[src/rtl/game_seq_if.sv]
// game_seq_if: control inputs and sprite/status outputs of the game sequencer.
interface game_seq_if;
  logic        tick;
  logic        jump_req;
  logic        restart;
  logic        hit;
  logic [8:0]  mario_y;
  logic [9:0]  enemy_x;
  logic [1:0]  state;
  logic [1:0]  life;
  logic        overgame;
  logic        invuln;
  logic        airborne;
  logic [1:0]  anim_sel;
  logic [15:0] score;
  modport master (
    output tick, jump_req, restart, hit,
    input  mario_y, enemy_x, state, life, overgame, invuln, airborne, anim_sel, score
  );
  modport slave (
    input  tick, jump_req, restart, hit,
    output mario_y, enemy_x, state, life, overgame, invuln, airborne, anim_sel, score
  );
endinterface

[src/rtl/game_seq_ctrl.sv]
// game_seq_ctrl: game state, jump trajectory, enemy scroll, lives, score and animation.
module game_seq_ctrl #(
  parameter int GROUND_Y   = 200,
  parameter int LIVES      = 3,
  parameter int ENEMY_X0   = 480,
  parameter int SPEED      = 4,
  parameter int HURT_TICKS = 32,
  parameter int ANIM_TICKS = 8
) (
  input logic        clk,
  input logic        rstn,
  game_seq_if.slave  io
);
  typedef enum logic [1:0] {TITLE, RUN, HURT, OVER} state_t;
  state_t      st, st_n;
  logic [8:0]  y, y_n;
  logic [9:0]  ex, ex_n;
  logic [1:0]  life, life_n, anim, anim_n;
  logic [15:0] sc, sc_n;
  logic        air, air_n, hit_q, hit_rise, active, go_over, up;
  logic [5:0]  jt, jt_n;
  logic [7:0]  hc, hc_n, ac, ac_n;
  logic [2:0]  d;
  always_ff @(posedge clk) begin
    if (!rstn) begin
      st    <= TITLE;
      y     <= 9'(GROUND_Y);
      ex    <= 10'(ENEMY_X0);
      life  <= 2'(LIVES);
      sc    <= '0;
      anim  <= '0;
      air   <= 1'b0;
      jt    <= '0;
      hc    <= '0;
      ac    <= '0;
      hit_q <= 1'b0;
    end else begin
      st    <= st_n;
      y     <= y_n;
      ex    <= ex_n;
      life  <= life_n;
      sc    <= sc_n;
      anim  <= anim_n;
      air   <= air_n;
      jt    <= jt_n;
      hc    <= hc_n;
      ac    <= ac_n;
      hit_q <= io.hit;
    end
  end
  // Jump profile is symmetric: rise 6/4/2 over 10/10/12 ticks, then mirror.
  assign up = jt < 6'd32;
  assign d  = (jt < 6'd10 || jt >= 6'd54) ? 3'd6 : (jt < 6'd20 || jt >= 6'd44) ? 3'd4 : 3'd2;
  assign hit_rise = io.hit & ~hit_q;
  assign active   = st == RUN || st == HURT;
  assign go_over  = st == RUN && hit_rise && life == 2'd1;
  always_comb begin
    st_n   = st;
    y_n    = y;
    ex_n   = ex;
    life_n = life;
    sc_n   = sc;
    anim_n = anim;
    air_n  = air;
    jt_n   = jt;
    hc_n   = hc;
    ac_n   = ac;
    if (st == TITLE && (io.jump_req || io.restart)) begin
      st_n   = RUN;
      life_n = 2'(LIVES);
      sc_n   = '0;
      ex_n   = 10'(ENEMY_X0);
      y_n    = 9'(GROUND_Y);
      air_n  = 1'b0;
      jt_n   = '0;
      anim_n = '0;
      ac_n   = '0;
      hc_n   = '0;
    end
    if (st == OVER && io.restart) st_n = TITLE;
    if (active) begin
      if (io.tick) begin
        sc_n   = sc == 16'hFFFF ? sc : sc + 16'd1;
        ex_n   = ex < 10'(SPEED) ? 10'd639 : ex - 10'(SPEED);
        ac_n   = ac == 8'(ANIM_TICKS - 1) ? 8'd0 : ac + 8'd1;
        anim_n = ac == 8'(ANIM_TICKS - 1) ? (anim == 2'd2 ? 2'd0 : anim + 2'd1) : anim;
      end
      // A jump start takes the whole cycle; a fatal hit discards it.
      if (io.jump_req && !air && !go_over) begin
        air_n = 1'b1;
        jt_n  = '0;
      end else if (io.tick && air) begin
        y_n   = jt == 6'd63 ? 9'(GROUND_Y) : up ? y - {6'd0, d} : y + {6'd0, d};
        jt_n  = jt + 6'd1;
        air_n = jt != 6'd63;
      end
      if (st == HURT && io.tick) begin
        hc_n = hc + 8'd1;
        if (hc == 8'(HURT_TICKS - 1)) st_n = RUN;
      end
      if (st == RUN && hit_rise) begin
        life_n = life - 2'd1;
        st_n   = go_over ? OVER : HURT;
        hc_n   = '0;
      end
    end
  end
  assign io.mario_y  = y;
  assign io.enemy_x  = ex;
  assign io.state    = st;
  assign io.life     = life;
  assign io.overgame = st == OVER;
  assign io.invuln   = st == HURT;
  assign io.airborne = air;
  assign io.anim_sel = anim;
  assign io.score    = sc;
endmodule

[src/flat_wrapper.sv]
// flat-port wrapper written by rule: the top's interface ports become plain ports
module game_seq_ctrl_flat 
#(
  parameter int GROUND_Y   = 200,
  parameter int LIVES      = 3,
  parameter int ENEMY_X0   = 480,
  parameter int SPEED      = 4,
  parameter int HURT_TICKS = 32,
  parameter int ANIM_TICKS = 8
)
  (clk, rstn, io_tick, io_jump_req, io_restart, io_hit, io_mario_y, io_enemy_x, io_state, io_life, io_overgame, io_invuln, io_airborne, io_anim_sel, io_score);
  game_seq_if io_i ();
  input logic clk;
  input logic rstn;
  input wire logic [$bits(io_i.tick)-1:0] io_tick;
  input wire logic [$bits(io_i.jump_req)-1:0] io_jump_req;
  input wire logic [$bits(io_i.restart)-1:0] io_restart;
  input wire logic [$bits(io_i.hit)-1:0] io_hit;
  output wire logic [$bits(io_i.mario_y)-1:0] io_mario_y;
  output wire logic [$bits(io_i.enemy_x)-1:0] io_enemy_x;
  output wire logic [$bits(io_i.state)-1:0] io_state;
  output wire logic [$bits(io_i.life)-1:0] io_life;
  output wire logic [$bits(io_i.overgame)-1:0] io_overgame;
  output wire logic [$bits(io_i.invuln)-1:0] io_invuln;
  output wire logic [$bits(io_i.airborne)-1:0] io_airborne;
  output wire logic [$bits(io_i.anim_sel)-1:0] io_anim_sel;
  output wire logic [$bits(io_i.score)-1:0] io_score;
  assign io_i.tick = io_tick;
  assign io_i.jump_req = io_jump_req;
  assign io_i.restart = io_restart;
  assign io_i.hit = io_hit;
  assign io_mario_y = io_i.mario_y;
  assign io_enemy_x = io_i.enemy_x;
  assign io_state = io_i.state;
  assign io_life = io_i.life;
  assign io_overgame = io_i.overgame;
  assign io_invuln = io_i.invuln;
  assign io_airborne = io_i.airborne;
  assign io_anim_sel = io_i.anim_sel;
  assign io_score = io_i.score;
  game_seq_ctrl #(.GROUND_Y(GROUND_Y), .LIVES(LIVES), .ENEMY_X0(ENEMY_X0), .SPEED(SPEED), .HURT_TICKS(HURT_TICKS), .ANIM_TICKS(ANIM_TICKS)) u_core (.clk(clk), .rstn(rstn), .io(io_i));
endmodule
[config.mk]
export PLATFORM = sky130hd
export DESIGN_NAME = game_seq_ctrl_flat
export DESIGN_NICKNAME = d
export VERILOG_FILES = /design/src/rtl/game_seq_if.sv /design/src/rtl/game_seq_ctrl.sv /design/src/flat_wrapper.sv
export SDC_FILE = /design/constraint.sdc
export NUM_CORES = 1
export LEC_CHECK = 0
export CAP_MARGIN = 20
export CORE_MARGIN = 2
export CORE_UTILIZATION = 55
export CTS_CLUSTER_SIZE = 25
export DETAILED_ROUTE_END_ITERATION = 7
export PLACE_DENSITY = 0.79
export REMOVE_ABC_BUFFERS = 1
export SETUP_SLACK_MARGIN = 0.4
export SLEW_MARGIN = 15
export SYNTH_ARGS = -nofsm -noshare
export SYNTH_HDL_FRONTEND = slang
export SYNTH_SLANG_ARGS = --single-unit
[constraint.sdc]
create_clock -name clk -period 2.8 [get_ports clk]
set_input_delay 0.84 -clock clk [delete_from_list [all_inputs] [get_ports clk]]
set_output_delay 0.84 -clock clk [all_outputs]
set_load 0.02 [all_outputs]
# Word-level counts from Yosys, hierarchy flattened
# Cells that the tools add are included.
# totals
word_cells	102
reg_bits	65
input_bits	6
out_inout_bits	44
# op_classes
n_addsub	9
n_eq_ne	12
bitwise_logic	2
n_reduce_logical	15
n_lt_le_gt_ge	6
muxes	47
# ops
cell	n
$mux 16	4
$mux 8	8
$mux 9	6
$mux 10	4
$mux 2	14
$mux 6	4
$add 16x1->16 const B	1
$add 8x1->8 const B	2
$eq 16x16->1 const B	1
$ge 6x6->1 const B	2
$lt 10x3->1 const B	1
$sub 10x3->10 const B	1
$add 9x3->9	1
$sub 9x3->9	1
$eq 8x3->1 const B	1
$eq 8x5->1 const B	1
$logic_and 1x1->1	8
$add 6x1->6 const B	1
$eq 2x2->1 const B	3
$eq 6x6->1 const B	1
$lt 6x4->1 const B	1
$lt 6x5->1 const B	1
$lt 6x6->1 const B	1
$mux 3	2
other kinds (11)	21

# Longest topological paths before layout
# Gate-level depths: netlist (run 1).
# logic_depth
ltp_word	10
mapped_depth	12
depth_no_buf	12

# Worst setup path after synthesis (run 1)
# Ideal clock, no wire load.
# synth_path
path_kind	flip-flop to flip-flop
startpoint	reg u_core.jt[5]
endpoint	reg u_core.y[7] (netlist: u_core.io.mario_y[7])
period_less_slack_ns	2.346
t_required_ns	2.681
path_slack_ns	0.454
setup_time_ns	0.119
path_stages_with_launch	12
t_arrival_ns	2.227
path_buffers	1
cell_sequence	dfxtp_1 > clkbuf_1 > inv_1 > o21ai_0 > a31oi_1 > ha_1 > fa_1 > a211oi_1 > o21bai_1 > a21oi_1 > and4b_1 > nor3_1
# synth_between
elab_chain_len	10
elab_cells_between_ends	17
cone_classes	add/sub: 2; order compare: 5; eq/ne: 1; mux: 7; reduce/logical: 2
# synth_rtl
element	line_no	rtl
start: declaration	game_seq_ctrl.sv:21	logic [5:0] jt, jt_n;
start signal: assignment	game_seq_ctrl.sv:45	jt <= jt_n;
$lt 6x5->1 / $ge 6x6->1 (equally long branches)	game_seq_ctrl.sv:53	assign d = (jt < 6'd10 || jt >= 6'd54) ? 3'd6 : (jt < 6'd20 || jt >= 6'd44) ? 3'd4 : 3'd2;
$logic_or 1x1->1	game_seq_ctrl.sv:53	
$mux 3 (2 in series)	game_seq_ctrl.sv:53	
$add 9x3->9 / $sub 9x3->9 (equally long branches)	game_seq_ctrl.sv:93	y_n = jt == 6'd63 ? 9'(GROUND_Y) : up ? y - {6'd0, d} : y + {6'd0, d};
$mux 9	game_seq_ctrl.sv:93	
$mux 9 (*)	game_seq_ctrl.sv:93	
$mux 9 (*)	game_seq_ctrl.sv:92	end else if (io.tick && air) begin
$mux 9 (*)	game_seq_ctrl.sv:89	if (io.jump_req && !air && !go_over) begin
$mux 9 (*)	game_seq_ctrl.sv:81	if (active) begin
end signal: assignment	game_seq_ctrl.sv:27	y <= 9'(GROUND_Y);
end signal: assignment	game_seq_ctrl.sv:39	y <= y_n;
end: declaration	game_seq_ctrl.sv:16	logic [8:0] y, y_n;
# Every way passes the cells marked *; elsewhere a longest branch is shown, timed or not.
# A chain may end at the register's enable or synchronous reset.

# Worst setup path in the final report (run 1)
# layout_path
startpoint	reg u_core.air (netlist: u_core.io.airborne)
endpoint	out io_airborne
# layout_rtl
element	line_no	rtl
start: declaration	game_seq_ctrl.sv:20	logic air, air_n, hit_q, hit_rise, active, go_over, up;
start signal: assignment	game_seq_ctrl.sv:44	air <= air_n;
end: declaration	flat_wrapper.sv:25	output wire logic [$bits(io_i.airborne)-1:0] io_airborne;
# No word-level cell between the ends.

==> results of run 1 <==
-- kinds of logic (layout without fill, tap and decap cells) --
family	after synthesis	after routing	share of synthesized area
xor gates and xnor gates	10	10	0.02429
DFF	65	65	0.3609
buffers and inverters	30	93	0.03366
AOI/OAI and AO/OA	128	128	0.2425
and+or+nand+nor	186	186	0.2647
muxes	2	2	0.005899
adders and majority gates	19	19	0.06801
-- per-stage QoR --
stage               std cells  hold slack [ns]  utilization  setup slack [ns]
global placement          563           0.4518       0.6654            0.1973
global route              580           0.4930       0.6989            0.3935
finish                    580           0.4647       0.6989            0.4644
detailed placement        563           0.4576       0.6654            0.1507
CTS                       579           0.4724       0.6926            0.4084
floorplan                 423           0.4525            -            0.2545
-- final cells by class --
type,instances,area share
clock buffers,13,0.03580
clock inverters,3,0.003383
inverters,13,0.01100
multi-input cells,345,0.4984
flip-flops and latches,65,0.2938
well taps,77,0.02171
repair buffers,64,0.1359
-- state kept, by name (all words and copies together), names as in the netlist --
signal / cells
u_core.io.life: 2
u_core.io.state: 2
u_core.hit_q: 1
u_core.io.enemy_x: 10
u_core.ac: 8
u_core.io.airborne: 1
u_core.hc: 8
u_core.io.mario_y: 9
u_core.io.score: 16
u_core.io.anim_sel: 2
u_core.jt: 6
-- worst max path at each step --
| stage | startpoint | slack (ns) | to | cells past startpoint |
|---|---|---|---|---|
| 2_1_floorplan | u_core.io.state[0] | 0.25 | u_core.io.enemy_x[8] | 6 |
| 3_3_place_gp | io_tick | 0.20 | u_core.io.score[2] | 6 |
| 3_5_place_dp | io_tick | 0.15 | u_core.io.score[2] | 6 |
| 4_1_cts | u_core.jt[1] | 0.41 | u_core.io.mario_y[7] | 12 |
| 5_1_grt | u_core.jt[1] | 0.39 | u_core.io.mario_y[7] | 12 |
| 6_report | u_core.io.airborne | 0.46 | io_airborne | 1 |
-- worst min-delay path, stage by stage (launching register included) --
cell and delay, ns:
dfxtp_1 0.32, nor2_1 0.04, nor2_1 0.06
-- cell usage in the layout, fill, tap and decap left out, drive strengths merged, types with 8 or more instances in the layout --
cell	n
inv	13
clkbuf	13
nor2b	11
nand2	47
nor3b	8
buf	15
clkdlybuf4s50	46
nor3	8
and3	10
ha	18
dfxtp	65
nor2	43
a21oi	25
nand3	26
o21ai	36
a31oi	9
-- layer usage --
| metal | up-vias | wire (um) | GRT usage |
|---|---|---|---|
| met5 | - | 0 | 0 |
| met4 | 0 | 150 | 0.09812 |
| met3 | 20 | 493 | 0.04864 |
| met2 | 127 | 4076 | 0.4020 |
| met1 | 1660 | 3816 | 0.3227 |
| li1 | 1731 | - | - |
-- synthesized netlist by cell type, types with 4 or more instances --
master | instances | area share
and3_1 | 10 | 0.017
o211ai_1 | 5 | 0.010
xor2_1 | 5 | 0.012
nand3b_1 | 4 | 0.0083
inv_1 | 13 | 0.014
a22oi_1 | 7 | 0.015
nor3_1 | 8 | 0.011
o211a_1 | 5 | 0.014
clkbuf_1 | 12 | 0.012
nand2_1 | 47 | 0.049
nor3b_1 | 7 | 0.015
buf_2 | 4 | 0.0056
a21boi_1 | 6 | 0.012
o21ai_1 | 14 | 0.019
dfxtp_1 | 65 | 0.36
a31oi_1 | 9 | 0.016
and2_1 | 7 | 0.012
xnor2_1 | 5 | 0.012
nor2_1 | 43 | 0.045
nor2b_1 | 11 | 0.019
ha_1 | 18 | 0.062
nor4_1 | 4 | 0.0069
a21oi_1 | 25 | 0.035
nand4_1 | 4 | 0.0069
o21ai_0 | 22 | 0.031
nand3_1 | 25 | 0.035
-- power by group --
| group | internal [uW] | switching, uW | leakage [uW] | total (uW) |
|---|---|---|---|---|
| clock | 366 | 359 | 0.0000932 | 725 |
| sequential | 940 | 21.1 | 0.000526 | 961 |
| combinational | 119 | 186 | 0.00111 | 306 |
-- repair_timing --
item,CTS,global route
resized for setup,3,8
setup buffers,0,1
pin swaps,0,1
hold buffers,0,0
setup endpoints to repair,3,6
==> out/metrics.yaml, run 1 <==
detailed_routing:
  wl_mm: 8.537
  vias: 3538
  drt_first_pass_iters: 6
  drt_iter0_drc: 225
  ant_nets: 0
  drc: 0
  wl_per_cell_um: 14.72
  viasPerCell: 6.100
floorplanning:
  dieWidth_um: 84.97
  die-area_mm2: 0.007220
  fp-row-count: 29
  initial_utilization: 0.5679
  core_area_mm2: 0.006350
  die_h_um: 84.97
  io-pin-count: 50
worst_hold_path:
  hold_depth: 2
  min_from: "u_core.io.enemy_x[0]"
  min_path_type: "register to register"
  whs_endpoint: "u_core.io.enemy_x[0]"
yosys:
  ys_ff_latch: 65
  synth_area_mm2: 0.003606
  synth-edff-count: 0
  ys.flop_type: "dfxtp_1"
  async_reset_ff_frac: 0
  avgSynthCellArea_um2: 8.195
  synth-warning-count: 0
  synth_cell_types: 63
  ys_seq_area_frac: 0.3609
  synth_cells: 440
timing:
  tightest_slew_ns: 0.6959
  maxSlewHeadroom: 0.5329
  clock_skew_ns: 0.008283
  fmax_mhz: 428.1
  hold_viol: 0
  layout_min_cycle_time_ns: 2.336
  finalCritPeriodShare: 0.8342
  rsz0062_at_grt: "true"
  setup_viol: 0
  maxSlewViolCount: 0
  fin_setup_tns_ns: 0
grt:
  gr-total-overflow: 0
  grt_max_degree: 30
  grt_pass1_wl_mm: 14.70
  grt.total_usage: 0.2469
  grt_pass1_vias: 3273
  antenna_found_initial: 0
worst_setup_path:
  cp_max_fo: 8
  cp-end-kind: "primary output"
  critPathRequiredTime_ns: 1.96
  slowest_delay_ns: 0.67
  worst_setup_path_start_kind: "register"
  path_cells: "clkdlybuf4s50_1"
  reg2reg_depth: 10
  r2r_end: "u_core.io.mario_y[7]"
  critPathKind: "register to primary output"
  critPathSlowestCell: "clkdlybuf4s50_1"
  worstPathArrival_ns: 1.50
  critPathBufInv: 1
  r2r_setup_slack_ns: 0.58
  cp_top_family: "buffers and inverters"
  crit-reg2reg-launch: "u_core.jt[3]"
placement:
  io_buffers: 49
  postPlaceCellArea_mm2: 0.004225
  gp_congestion: 0.8461
  dp_hpwl_mm: 6.071
power_and_ir_drop:
  power.density_mw_per_mm2: 448.8
  power_uw: 1992
  leakage_uw: 0.001730
  ir_drop_mv: 0.3070
clock_tree:
  clock_latency_ns: 0.35
  cts_root_buf: "clkbuf_8"
  cts-buffers-inserted: 9
  path_clk_slew_ns: 0.06
  ctsHtreeMaxLevel: 3
  cts_num_sinks: 65
  cts_tree: "done"
  clock_path_buffers: 2
cells_and_area:
  area_growth_pct: 23.07
  multiInputGateArea_mm2: 0.002212
  final_cell_area_mm2: 0.004438
  regArea_mm2: 0.001304
  n_fill_cell: 510
  drive_gt1_frac: 0.08946
  nets: 523
  diodes: 0
status:
  status: "completed"
job:
  max_cap_violations: 0
Power figures use the tool's default switching activity.
==> run 2: changes to the inputs <==
CORE_UTILIZATION = 50   (was 55)
PLACE_DENSITY = 0.76   (was 0.79)
clock period = 2.1 ns   (was 2.8 ns; I/O delays follow)
==> out/metrics.yaml, run 2 (synthesis results as in run 1) <==
timing:
  hold_viol: 0
  setup_viol: 1
  setup_ws_ns: -0.1340
  tightest_slew_ns: 0.4343
  layout_min_cycle_time_ns: 2.234
  fin_setup_tns_ns: -0.1340
  maxSlewViolCount: 0
  clock_skew_ns: 0.01036
  finalCritPeriodShare: 1.064
  fmax_mhz: 447.6
  whs_ns: 0.4613
  maxSlewHeadroom: 0.7092
  rsz0062_at_grt: "true"
clock_tree:
  cts_root_buf: "clkbuf_8"
  cts_hold_buf: 0
  cts-buffers-inserted: 9
  path_clk_slew_ns: 0.08
  clock_path_buffers: 2
  clock_latency_ns: 0.35
  ctsHtreeMaxLevel: 3
  cts_tree: "done"
  cts_num_sinks: 65
status:
  status: "complete, but fails checks"
  violations: "setup timing"
placement:
  numPlacedInstances: 612
  dp_hpwl_mm: 6.467
  io_buffers: 49
  postPlaceCellArea_mm2: 0.004487
  gp_congestion: 0.8798
cells_and_area:
  largest_reg_flops: 16
  diodes: 0
  fin_cells: 658
  drive_gt1_frac: 0.3950
  final_cell_area_mm2: 0.005376
  nets: 582
  final_cell_mix: "buf_4, nand2_1, dfxtp_1, nor2_1, clkdlybuf4s15_2"
  area_growth_pct: 49.10
  final_common_cell: "buf_4"
  n_fill_cell: 438
power_and_ir_drop:
  ir_drop_mv: 0.4856
  seqPwrFrac: 0.420
  p_switching_uw: 877.7
  power.density_mw_per_mm2: 569.0
  leakage_uw: 0.002127
  p_sw_frac: 0.2869
  internal_power_uw: 2181
  p_clk_frac: 0.375
  combPwrFrac: 0.206
floorplanning:
  io-pin-count: 50
  die_h_um: 88.93
  core_area_mm2: 0.006869
  die-area_mm2: 0.007908
  initial_utilization: 0.5250
  dieWidth_um: 88.93
  fp-row-count: 30
grt:
  grt_max_degree: 33
  grt_pass1_vias: 3573
  grt.total_usage: 0.2553
  antenna_found_initial: 0
  gr-total-overflow: 0
  grt_pass1_wl_mm: 16.02
worst_setup_path:
  cp_max_fo: 3
  critPathKind: "register to register"
  worst_setup_path_start_kind: "register"
  worstPathArrival_ns: 2.47
  critPathRequiredTime_ns: 2.34
  cp-end-kind: "register"
detailed_routing:
  vias: 3984
  viasPerCell: 6.055
  drt_iter0_drc: 251
  wl_per_cell_um: 17.16
  wl_mm: 11.29
  drt_first_pass_iters: 5
  drc: 0
  ant_nets: 0
worst_hold_path:
  min_path_type: "register to register"
job:
  max_cap_violations: 0
-- run 2: changes by cell type in the layout (fill, tap and decap cells not counted), moves of 9 or more --
cell             before  now
dfxtp_2               2   19
buf_4                15   60
clkdlybuf4s50_1      46    1
a21oi_1              24   15
clkdlybuf4s15_2       0   23
dfxtp_4               0   10
dfxtp_1              63   36
a21oi_2               1   10
buf_6                 0   12
-- run 2: worst max-delay path: stages, from the launching register on --
cell and delay (ns):
dfxtp_2 0.35, inv_2 0.04, nor2_1 0.14, o21ai_1 0.11, nor2_1 0.10, a31oi_1 0.06, ha_2 0.21, fa_2 0.37
a211oi_2 0.19, o21bai_1 0.11, a21oi_1 0.20, and4b_1 0.21, nor3_1 0.05
-- run 2: area by class of cell --
cell class / count / area [um^2] / share of cell area
Sequential cell: 65 / 1363 / 0.2534
Tap cell: 96 / 120.1 / 0.02234
Multi-Input combinational cell: 345 / 2537 / 0.4720
Timing Repair Buffer: 123 / 1095 / 0.2036
Inverter: 13 / 53.80 / 0.01001
Clock buffer: 14 / 172.7 / 0.03212
Clock inverter: 2 / 35.03 / 0.006516
-- run 2: path summary, 6_finish.rpt --
check	from	endpoint	slack, ns	depth (start not counted)
min reg2reg	u_core.io.mario_y[0]	u_core.io.mario_y[0]	0.46	1
max	u_core.jt[1]	u_core.io.mario_y[7]	-0.13	12
max reg2reg	u_core.jt[1]	u_core.io.mario_y[7]	-0.13	12
min	u_core.io.mario_y[0]	u_core.io.mario_y[0]	0.46	1
-- run 2: timing repair --
item | CTS | global route
pin swaps | 31 | 41
setup endpoints to repair | 105 | 81
setup buffers | 13 | 17
gates resized for setup | 170 | 98
-- run 2: per-layer routing --
metal	global-route usage	wire length (um)	up-vias
met5	0	0	-
met4	0.1006	461	0
met3	0.04247	787	49
met2	0.4281	5535	206
met1	0.3284	4508	1872
li1	-	-	1857
-- run 2: metrics by stage --
step | total power [uW] | utilization | setup slack (ns)
CTS | 2914 | 0.7260 | -0.01304
global route | 3146 | 0.7827 | -0.2786
floorplan | 1539 | - | -0.4455
global placement | 1747 | 0.6532 | -0.2303
detailed placement | 1754 | 0.6532 | -0.3180
finish | 3059 | 0.7827 | -0.1340
-- run 2: power by group through the flow --
| stage | registers [uW] | logic [uW] | clock network [uW] |
|---|---|---|---|
| CTS | 1290 | 498 | 1130 |
| global placement | 1310 | 437 | 0 |
| floorplan | 1320 | 214 | 0 |
| finish | 1280 | 629 | 1150 |
| global route | 1290 | 670 | 1190 |
| detailed placement | 1310 | 443 | 0 |
==> run 3: changes to the inputs <==
SKIP_LAST_GASP = 1   (was unset)
==> out/metrics.yaml, run 3 (synthesis results as in run 1) <==
power_and_ir_drop:
  power_uw: 2998
  p_switching_uw: 840.4
  leakage_uw: 0.002091
  p_clk_frac: 0.380
  power.density_mw_per_mm2: 565.6
  p_sw_frac: 0.2803
  internal_power_uw: 2158
  seqPwrFrac: 0.428
  combPwrFrac: 0.192
  ir_drop_mv: 0.4642
cells_and_area:
  nets: 577
  largest_reg_flops: 16
  drive_gt1_frac: 0.3770
  final_cell_mix: "buf_4, nand2_1, nor2_1, dfxtp_1, clkdlybuf4s15_2"
  final_cell_area_mm2: 0.005301
  final_common_cell: "buf_4"
  diodes: 0
  area_growth_pct: 47.02
  n_fill_cell: 476
timing:
  maxSlewHeadroom: 0.7072
  whs_ns: 0.4627
  fmax_mhz: 457.6
  hold_viol: 0
  fin_setup_tns_ns: -0.08532
  clock_skew_ns: 0.005336
  tightest_slew_ns: 0.4353
  maxSlewViolCount: 0
  layout_min_cycle_time_ns: 2.185
  finalCritPeriodShare: 1.041
  rsz0062_at_grt: "true"
  setup_ws_ns: -0.08532
  setup_viol: 1
worst_setup_path:
  worstPathArrival_ns: 2.42
  critPathRequiredTime_ns: 2.34
  critPathKind: "register to register"
  cp-end-kind: "register"
  crit-reg2reg-launch: "u_core.jt[1]"
  startpoint: "u_core.jt[1]"
  cp_max_fo: 3
  worst_setup_path_start_kind: "register"
detailed_routing:
  vias: 3825
  viasPerCell: 5.858
  drc: 0
  wl_mm: 10.26
  drt_first_pass_iters: 5
  wl_per_cell_um: 15.72
  drt_iter0_drc: 286
  ant_nets: 0
worst_hold_path:
  min_from: "u_core.io.mario_y[0]"
  min_path_type: "register to register"
placement:
  dp_hpwl_mm: 6.467
  io_buffers: 49
  place_ws_ns: -0.3180
  gp_congestion: 0.8798
  postPlaceCellArea_mm2: 0.004487
floorplanning:
  dieWidth_um: 88.93
  fp-row-count: 30
  die_h_um: 88.93
  die-area_mm2: 0.007908
  initial_utilization: 0.5250
  io-pin-count: 50
  core_area_mm2: 0.006869
clock_tree:
  ctsHtreeMaxLevel: 3
  cts_root_buf: "clkbuf_8"
  cts_tree: "done"
  path_clk_slew_ns: 0.07
  cts_num_sinks: 65
  cts-buffers-inserted: 9
  clock_path_buffers: 2
  cts_hold_buf: 0
  clock_latency_ns: 0.35
grt:
  grt_max_degree: 33
  antenna_found_initial: 0
  gr-total-overflow: 0
  grt_pass1_wl_mm: 15.63
  grt.total_usage: 0.2484
  grt_pass1_vias: 3510
job:
  max_cap_violations: 0
status:
  status: "complete, but fails checks"
  violations: "setup timing"
[run 3: worst max-delay path: stages, from the launching register on]
cell and delay, ns:
dfxtp_2 0.34, inv_2 0.04, nor2_1 0.11, o21ai_1 0.10, nor2_1 0.10, a31oi_1 0.06, ha_2 0.21, fa_2 0.37
a211oi_2 0.19, o21bai_1 0.10, a21oi_1 0.20, and4b_1 0.21, nor3_1 0.05
[run 3: per-layer routing]
metal,up-vias,routed length (um),track usage
met2,133,5074,0.4159
met5,-,0,0
met4,0,166,0.09642
li1,1845,-,-
met3,16,595,0.03878
met1,1831,4427,0.3222
[run 3: repair_timing]
action                     4_1_cts  5_1_grt
gates resized for setup        158       92
setup buffers                   13       12
setup endpoints to repair      105       82
pin swaps                       23       35
[run 3: power by group through the flow]
stage / clock, uW / combinational [uW] / sequential (uW)
2_1_floorplan: 0 / 214 / 1320
3_3_place_gp: 0 / 437 / 1310
3_5_place_dp: 0 / 443 / 1310
4_1_cts: 1130 / 491 / 1290
5_1_grt: 1190 / 622 / 1290
6_report: 1140 / 577 / 1280
[run 3: worst paths after layout]
kind,endpoint,slack [ns],cells after the start
worst max-delay path,u_core.io.mario_y[7],-0.09,12
worst min-delay path,u_core.io.mario_y[0],0.46,1
worst max register to register,u_core.io.mario_y[7],-0.09,12
worst min register to register,u_core.io.mario_y[0],0.46,1
[run 3: stage by stage]
stage               std cells  utilization
CTS                       641       0.7217
floorplan                 423            -
global route              653       0.7718
detailed placement        612       0.6532
global placement          612       0.6532
finish                    653       0.7718
[run 3: layout make-up]
class	instances	area (um^2)	area share
multi-input combinational	345	2504	0.4723
clock buffer	14	172.7	0.03257
timing repair buffer	118	1056	0.1992
tap	96	120.1	0.02266
sequential	65	1360	0.2565
inverter	13	53.80	0.01015
clock inverter	2	35.03	0.006608
